[src/rtl/clocked_shift_pkg.sv]
// clocked_shift_pkg: shared mode codes, FSM states and mode classification for the shift engine
package clocked_shift_pkg;

    // Codes 6 and 7 are left unnamed; every consumer treats them as HOLD.
    typedef enum logic [2:0] {
        M_HOLD = 3'd0,
        M_LOAD = 3'd1,
        M_SHL  = 3'd2,
        M_SHR  = 3'd3,
        M_ROL  = 3'd4,
        M_ROR  = 3'd5
    } mode_e;

    typedef enum logic {
        S_IDLE = 1'b0,
        S_RUN  = 1'b1
    } state_e;

    function automatic logic is_shift(input logic [2:0] m);
        return m >= M_SHL && m <= M_ROR;
    endfunction

endpackage

[src/rtl/clocked_shift_engine_step.sv]
// shift_step: one combinational shift/rotate step of the working value
//   mode    : operation code (non-shift codes pass y through, out_bit=0)
//   y       : current working value
//   ser_in  : fill bit for SHL/SHR
//   y_next  : value after one step
//   out_bit : bit leaving y on this step
module shift_step
    import clocked_shift_pkg::*;
#(
    parameter int WIDTH = 64
) (
    input  logic [2:0]       mode,
    input  logic [WIDTH-1:0] y,
    input  logic             ser_in,
    output logic [WIDTH-1:0] y_next,
    output logic             out_bit
);

    always_comb begin
        y_next  = mode == M_SHL ? {y[WIDTH-2:0], ser_in}
                : mode == M_SHR ? {ser_in, y[WIDTH-1:1]}
                : mode == M_ROL ? {y[WIDTH-2:0], y[WIDTH-1]}
                : mode == M_ROR ? {y[0], y[WIDTH-1:1]}
                : y;
        out_bit = (mode == M_SHL || mode == M_ROL) ? y[WIDTH-1]
                : (mode == M_SHR || mode == M_ROR) ? y[0]
                : 1'b0;
    end

endmodule

[src/rtl/clocked_shift_engine.sv]
// clocked_shift_engine: multi-cycle shift/rotate/load engine, one bit per clock
//   clk, rst  : clock, synchronous active-high reset
//   start     : request, sampled only while idle, together with mode/amount/load_data
//   ser_in    : fill bit, sampled on every shift edge
//   y         : registered working value
//   ser_out   : bit shifted/rotated out on the latest step
//   busy      : multi-step operation in progress
//   done      : one-cycle completion pulse
module clocked_shift_engine
    import clocked_shift_pkg::*;
#(
    parameter int               WIDTH     = 64,
    parameter logic [WIDTH-1:0] RESET_VAL = WIDTH'('hAAAA),
    localparam int              CNT_W     = $clog2(WIDTH + 1)
) (
    input  logic             clk,
    input  logic             rst,
    input  logic             start,
    input  logic [2:0]       mode,
    input  logic [CNT_W-1:0] amount,
    input  logic [WIDTH-1:0] load_data,
    input  logic             ser_in,
    output logic [WIDTH-1:0] y,
    output logic             ser_out,
    output logic             busy,
    output logic             done
);

    state_e           state, state_next;
    logic [CNT_W-1:0] count, n_q;
    logic [2:0]       mode_q;
    logic [WIDTH-1:0] step_y;
    logic             step_bit;
    logic             accept, launch, finish;

    // accept: any start seen while idle; launch: the subset that needs RUN
    assign accept = state == S_IDLE && start;
    assign launch = accept && is_shift(mode) && amount != '0;
    assign finish = state == S_RUN && count == CNT_W'(1);

    shift_step #(.WIDTH(WIDTH)) u_step (
        .mode    (mode_q),
        .y       (y),
        .ser_in  (ser_in),
        .y_next  (step_y),
        .out_bit (step_bit)
    );

    always_ff @(posedge clk) begin
        if (rst) state <= S_IDLE;
        else     state <= state_next;
    end

    always_comb begin
        state_next = state == S_IDLE ? (launch ? S_RUN : S_IDLE)
                                     : (finish ? S_IDLE : S_RUN);
    end

    always_comb begin
        busy = state == S_RUN;
    end

    always_ff @(posedge clk) begin
        if (rst) begin
            y       <= RESET_VAL;
            ser_out <= 1'b0;
            done    <= 1'b0;
            count   <= '0;
            n_q     <= '0;
            mode_q  <= M_HOLD;
        end else begin
            done <= (accept && !launch) || finish;
            if (launch) begin
                count  <= amount;
                n_q    <= amount;
                mode_q <= mode;
            end else if (state == S_RUN) begin
                count <= count - CNT_W'(1);
            end
            if (accept && mode == M_LOAD) begin
                y <= load_data;
            end else if (state == S_RUN) begin
                y       <= step_y;
                ser_out <= step_bit;
            end
        end
    end

    // Properties below only mean something once a reset has completed.
    logic past_valid;

    always_ff @(posedge clk) begin
        past_valid <= !rst;
    end

    a_done_not_busy: assert property (@(posedge clk) disable iff (rst || !past_valid)
        !(done && busy));

    a_run_latch_stable: assert property (@(posedge clk) disable iff (rst || !past_valid)
        (busy && $past(busy)) |-> (mode_q == $past(mode_q) && n_q == $past(n_q)));

    a_count_bounded: assert property (@(posedge clk) disable iff (rst || !past_valid)
        count <= n_q);

endmodule

[config.mk]
export PLATFORM = sky130hd
export DESIGN_NAME = clocked_shift_engine
export DESIGN_NICKNAME = d
export VERILOG_FILES = /design/src/rtl/clocked_shift_pkg.sv /design/src/rtl/clocked_shift_engine_step.sv /design/src/rtl/clocked_shift_engine.sv
export SDC_FILE = /design/constraint.sdc
export NUM_CORES = 1
export LEC_CHECK = 0
export CAP_MARGIN = 20
export CORE_MARGIN = 2
export CORE_UTILIZATION = 50
export CTS_CLUSTER_DIAMETER = 30
export CTS_CLUSTER_SIZE = 30
export DETAILED_ROUTE_END_ITERATION = 16
export GPL_TIMING_DRIVEN = 1
export HOLD_SLACK_MARGIN = 0.08
export PLACE_DENSITY = 0.87
export SYNTH_ARGS = -nofsm -noshare
export SYNTH_HDL_FRONTEND = slang
export SYNTH_SLANG_ARGS = --single-unit
[constraint.sdc]
create_clock -name clk -period 3.8 [get_ports clk]
set_input_delay 0.38 -clock clk [delete_from_list [all_inputs] [get_ports clk]]
set_output_delay 0.38 -clock clk [all_outputs]
set_load 0.005 [all_outputs]
==> impl_metrics.yaml <==
sta:
  maxSlewHeadroom_pct: 26.93
  maxSlewViolCount: 0
  worstMarginPinSlew_ns: 1.096
  setup_viol: 0
  fin_crit_ns: 2.622
  min_period_over_period_pct: 69.01
  hold_viol_final: 0
  rsz0062_at_grt: "no"
  tns_ns: 0
  clock-skew-final_ns: 0.01344
  fmax_ghz: 0.3813
floorplanning:
  die_y_um: 96.77
  die-area_um2: 9363
  coreArea_um2: 8299
  initial_utilization_pct: 51.85
  die_w_um: 96.77
  boundaryPins: 145
  rows: 33
global_routing:
  grt_pass1_wl_um: 20670
  antenna_found_initial: 0
  grt_pass1_vias: 4131
  grt_start_max_net_pins: 53
  grt_use_total_pct: 26.36
  overflow: 0
logic_synthesis:
  synthesis.area_um2: 4303
  avgSynthCellArea_um2: 8.964
  yosysSeqAreaShare_pct: 35.82
  yosysWarnings: 0
  yosys_most_used_dff: "dfxtp_1"
  ys_types: 49
  yosys_register_bits: 77
  synth.area.top_cells: "dfxtp_1 (36%), mux2i_1 (19%), nand3_1 (7.9%), o21ai_0 (7.4%), o22ai_2 (5.8%)"
  synth_cells: 480
  synth.largest_area_cell: "dfxtp_1"
  synth_common_cells: "mux2i_1 (83), dfxtp_1 (77), nand3_1 (68)"
  synth.most_common_cell: "mux2i_1"
  syn_nets: 560
  yosysTopAreaCellShare_pct: 35.82
  synth-edff-count: 0
  async_reset_ff_share_pct: 0
detailed_routing:
  wirelength_um: 12850
  drc: 0
  firstDrtPassIters: 5
  vias: 4278
  drt_first_iter_violations: 376
  wire_per_inst_um: 18.17
  vias_per_cell: 6.051
  ant_nets: 0
final_layout:
  regArea_um2: 1544
  n_fill_cell: 638
  stdcell_count: 707
  num-nets-final: 678
  insertedDiodeCount: 0
  drive_above_1_share_pct: 8.638
  finish.utilization_pct: 71.91
  multi_input_area_um2: 2499
  syn2layout_area_growth_pct: 38.70
critical_path:
  endpoint_kind: "flop"
  cp-start-kind: "input pin"
  path_cells: "clkdlybuf4s50_1, nand4bb_1, nand2b_1, nand2_1, o21ai_0"
  crit_family: "simple AND/OR/NAND/NOR gates"
  max_stage_delay_ns: 0.73
  slowest_stage: "nand2_1"
  worstSetupPathType: "in -> reg"
  required_ns: 3.98
  path_max_fanout: 29
  path_buf_inv: 1
  crit_arrival_ns: 2.80
power:
  powerDensity_nw_per_um2: 352.4
  ir_drop_mv: 0.2334
  p_leak_nw: 2.027
  finalPower_mw: 2.103
clock_network:
  cts_made_buffers: 9
  root_buffer: "clkbuf_8"
  cts_max_level: 3
  cts_resized: 0
  cts.sinks: 77
  clockBufferDepth: 2
  cts_tree: "built"
  clk_latency_ns: 0.34
  holdBufCountCts: 0
  clk_pin_slew_ns: 0.08
  postCtsSetupBuffers: 0
status:
  outcome: "finished clean"
placed_design:
  place_inst: 692
  gp_congestion: 0.8432
  dp_hpwl_um: 8606
  port_buffers: 144
job:
  max_cap_viol_count: 0
hold_path:
  hp-class: "reg -> reg"
-- per-stage QoR --
step                area [µm²]  setup slack, ns  hold WS, ns
floorplan                 4303            2.098       0.4528
global placement          5722            1.015       0.4579
detailed placement        5722           0.8504       0.4622
CTS                       5968            1.202       0.4735
global route              5968           0.9598       0.5150
finish                    5968            1.178       0.4821
-- power breakdown --
group          switching, mW  leakage, nW  internal, mW
Sequential            0.0500        0.627         0.851
Combinational          0.207         1.27         0.227
Clock                  0.300        0.125         0.468
-- metal layers --
metal  wire [µm]  up-vias  track usage (%)
met2        6317      234            45.83
li1            -     2013                -
met5           0        -                0
met3         896       24            4.480
met1        5387     2007            33.47
met4         246        0            7.909
-- logic make-up (layout without fill, tap and decap cells) --
family	Yosys count	count (layout)	share of synthesized area [%]
XOR/XNOR	4	4	0.9889
multiplexers	84	84	19.57
flip-flops	77	77	35.82
buffers and inverters	55	177	6.600
AND/OR/NAND/NOR	122	122	15.27
AO/OA/AOI/OAI	136	136	21.17
adder cells (fa/ha/maj)	2	2	0.5815
-- placed cells by master, fill, tap and decap left out, drive strengths merged, types with 8 or more instances in the layout --
cell type      count
nand2             12
nor3b              8
clkbuf            11
a21oi             16
o21ai             68
inv               11
o22ai             27
clkdlybuf4s50    144
nor2               9
nand3             68
nand2b             9
mux2i             83
dfxtp             77
-- worst paths after layout --
| path | slack, ns | to | depth (start not counted) | startpoint |
|---|---|---|---|---|
| worst max-delay path | 1.18 | y[46] | 5 | start |
| worst min-delay path | 0.48 | ser_out | 2 | ser_out |
| worst max register to register | 1.35 | y[5] | 5 | mode_q[1] |
| worst min register to register | 0.48 | ser_out | 2 | ser_out |
-- worst min-delay path, stage by stage (launching register included) --
cell and delay (ns):
dfxtp_1 0.32, nand2b_1 0.07, a21oi_1 0.05
-- registers in the layout, summed over array words and instances (netlist names) --
name,flops
count,7
done,1
mode_q,3
y,64
ser_out,1
busy,1
-- area by class of cell --
type | count | share of cell area [%]
multi-input cells | 348 | 41.87
clock inverters | 4 | 1.593
clock buffers | 11 | 2.537
inverters | 11 | 0.6918
repair buffers | 151 | 25.24
flip-flops and latches | 77 | 25.87
well taps | 105 | 2.201
(Power assumes the default switching activity.)
